File: config.mk
export PLATFORM = sky130hd
export DESIGN_NAME = bus_debug_decoder
export DESIGN_NICKNAME = d
export VERILOG_FILES = /design/src/rtl/bus_debug_decoder.sv
export SDC_FILE = /design/constraint.sdc
export NUM_CORES = 1
export LEC_CHECK = 0
export CORE_AREA = 2 2 133 135
export DETAILED_ROUTE_END_ITERATION = 8
export DIE_AREA = 0 0 135 137
export PLACE_DENSITY_LB_ADDON = 0.05
export SYNTH_ARGS = -nofsm -noshare
export SYNTH_HDL_FRONTEND = slang
export SYNTH_SLANG_ARGS = --single-unit
File: constraint.sdc
create_clock -name clk_i -period 8.1 [get_ports clk_i]
set_input_delay 1.215 -clock clk_i [delete_from_list [all_inputs] [get_ports clk_i]]
set_output_delay 1.215 -clock clk_i [all_outputs]
set_load 0.05 [all_outputs]
File: src/rtl/bus_debug_decoder.sv
// Address decoder and in-order response router between one CPU master and two
// slaves (debug region / default memory), with outstanding-response tracking.
//
// state  | meaning
// IDLE   | accepting reads and first write beats; pending responses may be outstanding
// WBURST | mid write burst; remaining beats go to locked_dbg regardless of address
module bus_debug_decoder #(
  parameter logic [27:0] DEBUG_BASE  = 28'he000_fff,
  parameter int          MAX_PENDING = 32
) (
  input  logic        clk_i,
  input  logic        rst_i,

  input  logic [31:0] bus_address,
  input  logic [31:0] bus_writedata,
  input  logic [4:0]  bus_burstcount,
  input  logic [3:0]  bus_byteenable,
  input  logic        bus_read,
  input  logic        bus_write,

  output logic        s_waitrequest,
  output logic [31:0] s_readdata,
  output logic        s_readdatavalid,
  output logic        s_writeresponsevalid,
  output logic [1:0]  s_response,

  output logic [31:0] dbg_bus_address,
  output logic [31:0] dbg_bus_writedata,
  output logic [4:0]  dbg_bus_burstcount,
  output logic [3:0]  dbg_bus_byteenable,
  output logic        dbg_bus_read,
  output logic        dbg_bus_write,

  output logic [31:0] mem_bus_address,
  output logic [31:0] mem_bus_writedata,
  output logic [4:0]  mem_bus_burstcount,
  output logic [3:0]  mem_bus_byteenable,
  output logic        mem_bus_read,
  output logic        mem_bus_write,

  input  logic        dbg_s_waitrequest,
  input  logic [31:0] dbg_s_readdata,
  input  logic        dbg_s_readdatavalid,
  input  logic        dbg_s_writeresponsevalid,
  input  logic [1:0]  dbg_s_response,

  input  logic        mem_s_waitrequest,
  input  logic [31:0] mem_s_readdata,
  input  logic        mem_s_readdatavalid,
  input  logic        mem_s_writeresponsevalid,
  input  logic [1:0]  mem_s_response,

  output logic        protocol_err
);

  typedef enum logic {IDLE, WBURST} state_t;

  localparam logic [8:0] MAX_P = 9'(MAX_PENDING);

  state_t      state_q, state_d;
  logic [7:0]  pending_q, pending_d;
  logic [4:0]  beats_left_q, beats_left_d;
  logic        locked_dbg_q, locked_dbg_d;
  logic        protocol_err_q, protocol_err_d;

  logic        cmd_valid, cmd_dbg, tgt_dbg, eff_dbg;
  logic [4:0]  burst_n;
  logic [7:0]  add_req, add_acc, total;
  logic        stall, slave_wait, accept;
  logic        resp_ok, dbg_any, mem_any, eff_any, other_any, retire;

  always_ff @(posedge clk_i) begin
    if (!rst_i) begin
      state_q        <= IDLE;
      pending_q      <= 8'd0;
      beats_left_q   <= 5'd0;
      locked_dbg_q   <= 1'b0;
      protocol_err_q <= 1'b0;
    end else begin
      state_q        <= state_d;
      pending_q      <= pending_d;
      beats_left_q   <= beats_left_d;
      locked_dbg_q   <= locked_dbg_d;
      protocol_err_q <= protocol_err_d;
    end
  end

  always_comb begin
    state_d        = state_q;
    beats_left_d   = beats_left_q;
    locked_dbg_d   = locked_dbg_q;

    cmd_valid = bus_read | bus_write;
    cmd_dbg   = (bus_address[31:4] == DEBUG_BASE);
    tgt_dbg   = (state_q == WBURST) ? locked_dbg_q : cmd_dbg;
    burst_n   = (bus_burstcount == 5'd0) ? 5'd1 : bus_burstcount;

    if (bus_read)
      add_req = {3'b000, burst_n};
    else if (bus_write && state_q == IDLE)
      add_req = 8'd1;
    else
      add_req = 8'd0;

    if (state_q == WBURST)
      stall = bus_read;
    else
      stall = ((pending_q != 8'd0) && (tgt_dbg != locked_dbg_q)) ||
              (({1'b0, pending_q} + {1'b0, add_req}) > MAX_P);

    slave_wait    = tgt_dbg ? dbg_s_waitrequest : mem_s_waitrequest;
    s_waitrequest = (cmd_valid & stall) | slave_wait;
    accept        = cmd_valid & ~s_waitrequest;
    add_acc       = accept ? add_req : 8'd0;
    total         = pending_q + add_acc;

    // With nothing outstanding the response can only belong to this cycle's command.
    eff_dbg   = (state_q == IDLE && pending_q == 8'd0) ? cmd_dbg : locked_dbg_q;
    resp_ok   = (total != 8'd0);
    dbg_any   = dbg_s_readdatavalid | dbg_s_writeresponsevalid;
    mem_any   = mem_s_readdatavalid | mem_s_writeresponsevalid;
    eff_any   = eff_dbg ? dbg_any : mem_any;
    other_any = eff_dbg ? mem_any : dbg_any;
    retire    = resp_ok & eff_any;

    s_readdata           = eff_dbg ? dbg_s_readdata : mem_s_readdata;
    s_response           = eff_dbg ? dbg_s_response : mem_s_response;
    s_readdatavalid      = resp_ok & (eff_dbg ? dbg_s_readdatavalid : mem_s_readdatavalid);
    s_writeresponsevalid = resp_ok & (eff_dbg ? dbg_s_writeresponsevalid
                                              : mem_s_writeresponsevalid);

    protocol_err_d = protocol_err_q | other_any | (eff_any & ~resp_ok);
    pending_d      = total - {7'd0, retire};

    dbg_bus_read  = bus_read  & ~stall &  tgt_dbg;
    dbg_bus_write = bus_write & ~stall &  tgt_dbg;
    mem_bus_read  = bus_read  & ~stall & ~tgt_dbg;
    mem_bus_write = bus_write & ~stall & ~tgt_dbg;

    case (state_q)
      IDLE: begin
        if (accept) begin
          locked_dbg_d = cmd_dbg;
          if (bus_write && burst_n > 5'd1) begin
            state_d      = WBURST;
            beats_left_d = burst_n - 5'd1;
          end
        end
      end
      WBURST: begin
        if (accept && bus_write) begin
          beats_left_d = beats_left_q - 5'd1;
          if (beats_left_q == 5'd1)
            state_d = IDLE;
        end
      end
      default: state_d = IDLE;
    endcase
  end

  assign dbg_bus_address    = bus_address;
  assign dbg_bus_writedata  = bus_writedata;
  assign dbg_bus_burstcount = bus_burstcount;
  assign dbg_bus_byteenable = bus_byteenable;
  assign mem_bus_address    = bus_address;
  assign mem_bus_writedata  = bus_writedata;
  assign mem_bus_burstcount = bus_burstcount;
  assign mem_bus_byteenable = bus_byteenable;

  assign protocol_err = protocol_err_q;

endmodule

* Word level (Yosys, flattened, before mapping)
Index checks and enable logic that the tools add are counted.
Storage, ports and cells: latch bits 0, bits in read-only memories 0, memories kept 0, bits of input ports 151, flip-flop bits (word level) 16, bits in writable memories 0, output and inout port bits 188, word-level logic and storage cells 76
Cells by class: equality and inequality tests 6, shift operators 0, div/mod/pow operators 0, muxes and demuxes 23, reductions and logical operators 12, multipliers 0, bitwise operators 23, $lt $le $gt $ge 2, add/sub/neg operators 5
Operators by type and width (count):
- 2-to-1 mux 32 bit | 1
- == test 28 bit, second input constant | 1
- 2-to-1 mux 5 bit | 5
- nonzero test 8 bit | 2
- 2-to-1 mux 1 bit | 13
- bitwise AND 1 bit | 12
- one-hot mux 5 bit (2 select lines) | 1
- subtractor 5 x 1 -> 5 bit, second input constant | 2
- adder 8 x 8 -> 9 bit | 1
- > comparator 9 x 6 -> 1 bit, second input constant | 1
- adder 8 bit | 1
- logical NOT 8 bit | 1
- 2-to-1 mux 8 bit | 1
- subtractor 8 x 1 -> 8 bit | 1
- OR 1 bit | 6
- == test 5 x 1 -> 1 bit, second input constant | 1
- > comparator 5 x 1 -> 1 bit, second input constant | 1
- logical AND 1 bit | 5
- logical NOT 5 bit | 1
- NOT 1 bit | 5
- inequality test 2 x 1 -> 1 bit, second input constant | 2
- AND reduction 3 bit | 1
- 2-to-1 mux 2 bit | 1
- inequality test 2 bit, second input constant | 1
- other kinds (4) | 4

* Logic depth before layout (Yosys ltp)
Gate-level depths: netlist (run 1).
depth after elaboration 18, mapped depth 27, mapped depth without buffers 27

* Worst setup path before layout (run 1)
Ideal clock, no wire load.
kind input -> output, start point input port bus_read, end point output port s_readdatavalid, buffers on the path 2, cell stages on the path 20, arrival 6.702 ns, slack 0.183 ns, cells stage by stage clkbuf_1 clkbuf_1 and2_1 ha_1 a211oi_2 nor2_1 o311ai_1 a32oi_2 and2_1 o21ai_0 nor2b_1 ha_1 fa_1 a21o_1 a21oi_1 xnor2_1 nor3_1 and2_1 and3_1 nor2_1
On the way: longest elaborated chain between the ends 13
RTL lines:
- from (decl) | line 18 | input logic bus_read,
- 2-to-1 mux 5 bit | line 98 | if (bus_read)
- adder 8 x 8 -> 9 bit | line 109 | (({1'b0, pending_q} + {1'b0, add_req}) > MAX_P);
- > comparator 9 x 6 -> 1 bit | line 109
- logical OR 1 bit | line 108 | stall = ((pending_q != 8'd0) && (tgt_dbg != locked_dbg_q)) ||
- 2-to-1 mux 1 bit | line 105 | if (state_q == WBURST)
- bitwise AND 1 bit (*) | line 112 | s_waitrequest = (cmd_valid & stall) | slave_wait;
- OR 1 bit (*) | line 112
- named net s_waitrequest | line 21 | output logic s_waitrequest,
- NOT 1 bit (*) | line 113 | accept = cmd_valid & ~s_waitrequest;
- bitwise AND 1 bit (*) | line 113
- 2-to-1 mux 8 bit (*) | line 114 | add_acc = accept ? add_req : 8'd0;
- adder 8 bit (*) | line 115 | total = pending_q + add_acc;
- nonzero test 8 bit (*) | line 119 | resp_ok = (total != 8'd0);
- bitwise AND 1 bit (*) | line 128 | s_readdatavalid = resp_ok & (eff_dbg ? dbg_s_readdatavalid : mem_s_readdatavalid);
- to (decl) | line 23 | output logic s_readdatavalid,
Mark *: on every way through the listed nets, which the timed path passes. The rest lies on a longest branch.

* Worst setup path after layout (run 1)
start point input port bus_burstcount[4], end point output port s_writeresponsevalid
On the way: longest elaborated chain between the ends 15
RTL lines:
- from (decl) | line 16 | input logic [4:0] bus_burstcount,
- logical NOT 5 bit | line 96 | burst_n = (bus_burstcount == 5'd0) ? 5'd1 : bus_burstcount;
- 2-to-1 mux 5 bit (*) | line 96
- 2-to-1 mux 5 bit (*) | line 98
- adder 8 x 8 -> 9 bit | line 109
- > comparator 9 x 6 -> 1 bit | line 109
- logical OR 1 bit | line 108
- 2-to-1 mux 1 bit | line 105
- bitwise AND 1 bit | line 112
- OR 1 bit | line 112
- NOT 1 bit | line 113
- bitwise AND 1 bit | line 113
- 2-to-1 mux 8 bit (*) | line 114
- adder 8 bit (*) | line 115
- nonzero test 8 bit (*) | line 119
- bitwise AND 1 bit (*) | line 129 | s_writeresponsevalid = resp_ok & (eff_dbg ? dbg_s_writeresponsevalid
- to (decl) | line 24 | output logic s_writeresponsevalid,
Every way passes the cells marked *; elsewhere a longest branch is shown, timed or not.

==> impl_results.md, run 1 <==
* Largest net degree at the start of global routing at 41
* Grt ovf at 0
* VDD IR-drop max at 0.0000851 V
* RSZ-0062 raised after global routing: false
* Non-filler cells in the finished layout at 720
* Deepest clock path buffer count at 2
* Total CTS buffers at 3
* Crit path DAT at between 6 and 7 ns
* Switching share of power at 0.501
* Chip Width at 135 um
* Relative slew slack at 0.369
* Multi-input logic area at approximately 1800 um^2
* Post-synthesis cell type count at 56
* Final Max Slew Viols at 0
* Port Buffers at 218
* Status: complete, no violations
* Syn_area_per_cell at around 7.9 um^2
* Hold_buf cts at 0
* Number of global-route vias before repair at 3189
* Setup tns final at 0 ns
* Synth Net Count at slightly below 600
* Placed Area at ~4700 um^2
* Pre-CTS WS at 0.400 ns
* Initial DRC Count at between 100 and 150
* Global-route wire length before repair at 17.4 mm
* Netlist Area Pre-Place at around 3300 um^2
* Fin crit share at 0.932
* # rows at 48
* Max FO, Critical Path at 13
* Clock share of power at 0.122
* Max stage delay cell, worst path: clkdlybuf4s50_1
* Initial antenna violation count at 0
* # fillers at ~1800
* Peak Freq at 132 MHz
* Die Area at between 15000 and 20000 um^2
* Final Instance Area at slightly below 5000 um^2
* Worst Hold Class: flop to flop
* Tmin final at 7.55 ns
* DP Cell Count at between 700 and 800
* Via count at between 3000 and 4000
* Critical path endpoint category: primary output
* Clock latency on the worst-skew pair at about 0.25 ns
* I/O pin cnt at ~340
* Synth Register Bits at 16
* Warnings from Yosys at 0
* Via density at 4.28
* Worst-Margin Slew at 0.946 ns
* Area growth syn-to-layout at 44.3%
* Post-DP HPWL at 10.2 mm
* Combinational Power Share at 0.723
* DR WL/cell at 16.3 um
* Die H at roughly 140 um
* Power per cell area at between 150 and 200 nW/um^2
* Pleak at approximately 1.8 nW
* Final Skew at around 0.0015 ns
* Post-synth EDFFs at 0
* Root Buffer: clkbuf_16
* Sw power at approximately 440 uW
* Placer Congestion at 0.752
* CTS tree: done
* CP startpoint kind: input pin
* Maxcap violations at 0
* Synth Flop Type: dfxtp_1
* Crit Path Class: input pin to primary output
* Starting Density at 0.196
* Critical-path cell list: clkdlybuf4s50_1 > nor3_1 > a21o_1 > nand2_1 > o21ai_0 > ha_1 > fa_1 > nand3_1 > and3_1 > o221ai_1 > a32oi_2 > and2_2 > o21ai_0 > nor2b_1 > ha_1 > fa_1 > a21o_1 > a21oi_1 > xnor2_1 > nor3_1 > and2_1 > and3_1 > nor2_1 > buf_12
* Crit path buffers/inverters at 2
* Pre-Repair DR Iteration Count at 4
* FF+latch area at 320 um^2
* Critical Path RT at a little under 7 ns
* Remaining DRCs at 0
* Final count of hold timing violations at 0
* Antenna violation net count after detailed routing at 0
* Ant. Diodes at 0
* CTS clk-pin slew, worst paths at 0.05 ns
* CP peak stage delay at 0.43 ns
* Nets@finish at between 600 and 700
* Routed wire length at approximately 12 mm
* Final setup fails at 0
* Int Pwr at about 440 uW
* Setup ws final at around 0.55 ns
* Top delay family on crit path: simple AND/OR/NAND/NOR gates
* Core area at around 17000 um^2
* Flop pwr share at 0.154
* Post-synthesis sequential area ratio at 0.0960
* Sink Count at 16
* Deepest level of the CTS H-tree at 1
* Tot GR Track Use at 0.121
* Async set-reset flop share out of synthesis at 0
* Share of cells above drive strength 1 at 0.111
* Syn Inst Count at ~420
-- kinds of logic after synthesis --
group	Yosys count	share of synthesized area
xor gates and xnor gates	13	0.0341
DFF	16	0.0960
AOI/OAI and AO/OA	63	0.132
buffers and inverters	172	0.360
adders and majority gates	18	0.0720
muxes	39	0.130
and+or+nand+nor	103	0.175
-- worst reg2reg max path, stage by stage (launching register included) --
cell	delay, ns
dfxtp_1	0.49
inv_1	0.29
nand2_1	0.14
o21ai_0	0.13
ha_1	0.25
fa_1	0.43
a21o_1	0.20
o2bb2ai_1	0.13
xnor2_1	0.14
o211a_1	0.16
and2_2	0.26
o21ai_0	0.28
nor2b_1	0.08
ha_1	0.21
fa_1	0.40
a21o_1	0.17
a21oi_1	0.22
xnor2_1	0.19
nor3_1	0.10
and2_1	0.23
and3_1	0.22
a211oi_1	0.24
ha_1	0.22
nor2b_1	0.25
nor2b_1	0.20
xnor2_1	0.13
nor2_1	0.06
-- stage by stage --
step / power (mW) / hold WS [ns] / util
2_1_floorplan: 0.680 / 0.464 / -
3_3_place_gp: 0.789 / 0.488 / 0.277
3_5_place_dp: 0.782 / 0.489 / 0.277
4_1_cts: 0.896 / 0.498 / 0.282
5_1_grt: 0.960 / 0.519 / 0.282
6_report: 0.884 / 0.502 / 0.282
-- synthesized netlist by cell type (7+ instances only) --
| master | count | share of area |
|---|---|---|
| nor2_1 | 23 | 0.026 |
| nand2_1 | 12 | 0.013 |
| a21oi_1 | 13 | 0.019 |
| ha_1 | 16 | 0.060 |
| inv_1 | 14 | 0.016 |
| o21ai_0 | 10 | 0.015 |
| and2_1 | 7 | 0.013 |
| nor3_1 | 11 | 0.016 |
| xnor2_1 | 8 | 0.021 |
| a21o_1 | 8 | 0.018 |
| mux2_2 | 36 | 0.12 |
| a31oi_1 | 7 | 0.013 |
| dfxtp_1 | 16 | 0.096 |
| buf_4 | 146 | 0.33 |
-- worst paths after layout --
check	startpoint	endpoint	slack, ns	cells after the start
setup / recovery	bus_burstcount[4]	s_writeresponsevalid	0.55	24
hold / removal	beats_left_q[1]$_SDFFE_PN0P_	beats_left_q[1]$_SDFFE_PN0P_	0.50	2
setup reg to reg	state_q$_SDFF_PN0_	pending_q[3]$_SDFF_PN0_	2.13	26
hold reg to reg	beats_left_q[1]$_SDFFE_PN0P_	beats_left_q[1]$_SDFFE_PN0P_	0.50	2
-- what timing repair did --
action | 4_1_cts | 5_1_grt
endpoints found under the setup margin | 0 | 2
gates resized for setup | 0 | 1
setup buffers | 0 | 0
-- layer usage --
| metal | up-vias | global-route usage | share of wire |
|---|---|---|---|
| met5 | - | 0 | 0 |
| li1 | 1492 | - | - |
| met2 | 155 | 0.248 | 0.55 |
| met4 | 0 | 0.0336 | 0.020 |
| met1 | 1407 | 0.126 | 0.35 |
| met3 | 26 | 0.0204 | 0.081 |
-- power groups by stage --
stage	Combinational, mW	Sequential (mW)	Clock [mW]
detailed placement	0.643	0.138	0
floorplan	0.558	0.122	0
finish	0.639	0.137	0.108
CTS	0.647	0.137	0.113
global route	0.701	0.143	0.116
global placement	0.649	0.139	0
-- cells in the final DEF (no fill, tap or decap), drive strengths merged, types with 3 or more instances in the layout --
master,n
a211o,3
a211oi,3
a21o,8
a21oi,14
a31oi,7
and2,7
and3,5
and4,6
buf,9
clkbuf,4
clkdlybuf4s50,216
dfxtp,16
ha,16
inv,14
mux2,36
mux2i,3
nand2,12
nand3,5
nand3b,6
nand4,3
nand4b,3
nor2,23
nor2b,4
nor3,11
nor3b,3
nor4,7
o21ai,11
xnor2,8
xor2,5
-- state kept, by name, summed over array words and instances, names as in the netlist --
register / flops
state_q: 1
protocol_err: 1
pending_q: 8
beats_left_q: 5
locked_dbg_q: 1
-- cell type report --
class / count / share of cell area
timing repair buffer: 225 / 0.468
multi-input combinational: 236 / 0.377
sequential: 16 / 0.0665
tap: 225 / 0.0585
clock buffer: 4 / 0.0184
inverter: 14 / 0.0109
Note: power is estimated with default switching activity, not from simulation.
==> run 2, diff against run 1 <==
--- a/constraint.sdc
+++ b/constraint.sdc
@@ -3,2 +3,2 @@
 set_output_delay 1.215 -clock clk_i [all_outputs]
-set_load 0.05 [all_outputs]
+set_load 0.1 [all_outputs]
==> impl_results.md, run 2 (same netlist as run 1, synthesis figures left out) <==
* M3 GR Usage at 0.0267 (was 0.0204)
* Hold slack at 0.501 ns (was 0.502 ns)
* Max stage delay cell, worst path: clkdlybuf4s50_1 (unchanged)
* Register with the most flip-flops: pending_q (unchanged)
* Routed wire length at 11.4 mm (was 11.7 mm)
* DR WL/cell at 15.7 um (was 16.3 um)
* CP peak stage delay at 0.44 ns (was 0.43 ns)
* Clock share of power at 0.106 (was 0.122)
* Maxcap violations at 0 (unchanged)
* Total setup buffers inserted after CTS at 0 (unchanged)
* Clock latency on the worst-skew pair at 0.25 ns (about the same)
* VDD IR-drop max at 0.0000770 V (was 0.0000851 V)
* Area growth syn-to-layout at 45.0% (was 44.3%)
* Worst Hold Class: flop to flop (unchanged)
* Int Pwr at 447 uW (was 441 uW)
* Status: complete, no violations (unchanged)
* Flop pwr share at 0.132 (was 0.154)
* Setup ws final at 0.577 ns (was 0.548 ns)
* Core area at 17100 um^2 (unchanged)
* Initial DRC Count at 104 (was 101)
* Biggest regs: pending_q (8), beats_left_q (5) (unchanged)
* Relative slew slack at 0.294 (was 0.369)
* Number of global-route vias before repair at 3123 (was 3189)
* GR Util met2 at 0.234 (was 0.248)
* Fin crit share at 0.929 (was 0.932)
* Placed Area at 4740 um^2 (was 4730 um^2)
* Grt ovf at 0 (unchanged)
* Final setup fails at 0 (unchanged)
* Initial antenna violation count at 0 (unchanged)
* Critical path endpoint category: primary output (unchanged)
* Met1 Resource Use GR at 0.121 (was 0.126)
* Crit Path Class: input pin to primary output (unchanged)
* Tmin final at 7.52 ns (was 7.55 ns)
* Antenna violation net count after detailed routing at 0 (unchanged)
* Deepest level of the CTS H-tree at 1 (unchanged)
* Hold_buf cts at 0 (unchanged)
* Pre-CTS WS at 0.464 ns (was 0.400 ns)
* Post-DP HPWL at 9.94 mm (was 10.2 mm)
* Total CTS buffers at 3 (unchanged)
* Most common cell after layout, fill and taps aside: clkdlybuf4s50_1 (unchanged)
* Final Max Slew Viols at 0 (unchanged)
* Ant. Diodes at 0 (unchanged)
* # rows at 48 (unchanged)
* Pleak at 1.83 nW (was 1.82 nW)
* Max reg flops at 8 (unchanged)
* Sw power at 585 uW (was 442 uW)
* CP startpoint kind: input pin (unchanged)
* Crit path DAT at 6.31 ns (was 6.34 ns)
* Sink Count at 16 (unchanged)
* Combinational Power Share at 0.761 (was 0.723)
* Final Instance Area at 4840 um^2 (was 4820 um^2)
* Largest net degree at the start of global routing at 41 (unchanged)
* Share of cells above drive strength 1 at 0.117 (was 0.111)
* Switching share of power at 0.567 (was 0.501)
* Final count of hold timing violations at 0 (unchanged)
* Worst-Margin Slew at 1.06 ns (was 0.946 ns)
* Via density at 4.25 (was 4.28)
* Max FO, Critical Path at 12 (was 13)
* Placer Congestion at 0.768 (was 0.752)
* Tot GR Track Use at 0.118 (was 0.121)
* Pre-Repair DR Iteration Count at 5 (was 4)
* Nets@finish at 667 (was 665)
* Peak Freq at 133 MHz (was 132 MHz)
* CTS resizes at 0 (unchanged)
* Final Skew at 0.00537 ns (was 0.00154 ns)
* Die H at 137 um (unchanged)
* Commonest non-fill, non-tap cells in the layout: clkdlybuf4s50_1, mux2_2, nor2_1, ha_1, dfxtp_1 (unchanged)
* Chip Width at 135 um (unchanged)
* CTS tree: done (unchanged)
* RSZ-0062 raised after global routing: false (unchanged)
* Grt peak-use layer: met2 (unchanged)
* Total chip power at 1.03 mW (was 884 uW)
* Crit path buffers/inverters at 3 (was 2)
* Remaining DRCs at 0 (unchanged)
* Top delay family on crit path: simple AND/OR/NAND/NOR gates (unchanged)
* Root Buffer: clkbuf_16 (unchanged)
* Starting Density at 0.196 (unchanged)
* Power per cell area at 213 nW/um^2 (was 184 nW/um^2)
* Die Area at 18500 um^2 (unchanged)
* Global-route wire length before repair at 17.0 mm (was 17.4 mm)
* CTS clk-pin slew, worst paths at 0.06 ns (was 0.05 ns)
* Critical Path RT at 6.88 ns (about the same)
* I/O pin cnt at 339 (unchanged)
* Port Buffers at 218 (unchanged)
* Via count at 3070 (was 3080)
* Deepest clock path buffer count at 2 (unchanged)
-- run 2: changes by cell type in the layout (fill, tap and decap cells not counted), sizes merged --
cell	before	now
buf	9	11
-- run 2: metrics by stage --
| step | cells | setup TNS, ns | utilization |
|---|---|---|---|
| 3_3_place_gp | 718 | 0 | 0.278 |
| 5_1_grt | 722 | 0 | 0.284 |
| 4_1_cts | 722 | 0 | 0.283 |
| 3_5_place_dp | 718 | 0 | 0.278 |
| 2_1_floorplan | 424 | -0.229 | - |
| 6_report | 722 | 0 | 0.284 |
-- run 2: layout make-up --
cell class                 instances  area, um^2
sequential                        16         320
clock buffer                       4        88.8
fill                            1848       12200
tap                              225         282
multi-input combinational        236        1830
inverter                          14        52.6
timing repair buffer             227        2270
-- run 2: worst paths after layout --
kind | from | to | slack [ns] | depth (start not counted)
setup reg to reg | state_q$_SDFF_PN0_ | pending_q[3]$_SDFF_PN0_ | 2.15 | 27
hold / removal | beats_left_q[4]$_SDFFE_PN0P_ | beats_left_q[4]$_SDFFE_PN0P_ | 0.50 | 2
setup / recovery | bus_burstcount[4] | s_writeresponsevalid | 0.58 | 25
hold reg to reg | beats_left_q[4]$_SDFFE_PN0P_ | beats_left_q[4]$_SDFFE_PN0P_ | 0.50 | 2
-- run 2: tightest hold or removal path, delay by kind of cell, from the launching register on --
| kind | cells | cell delay (ns) |
|---|---|---|
| DFF | 1 | 0.32 |
| AOI/OAI and AO/OA | 1 | 0.07 |
| and+or+nand+nor | 1 | 0.06 |
-- run 2: layer usage --
metal / part of all wire / up-vias
li1: - / 1489
met1: 0.36 / 1412
met2: 0.54 / 146
met3: 0.081 / 23
met4: 0.016 / 0
met5: 0 / -
-- run 2: power by group through the flow --
stage	Clock (mW)	Combinational [mW]	Sequential (mW)
CTS	0.111	0.793	0.137
global route	0.116	0.842	0.143
global placement	0	0.797	0.140
finish	0.109	0.786	0.137
floorplan	0	0.778	0.124
detailed placement	0	0.790	0.138
==> run 3, diff against run 2 <==
Settings changed: GPL_ROUTABILITY_DRIVEN set to 0.
==> results of run 3 <==
No change in the layout: final DEF, timing and power equal those of run 2.
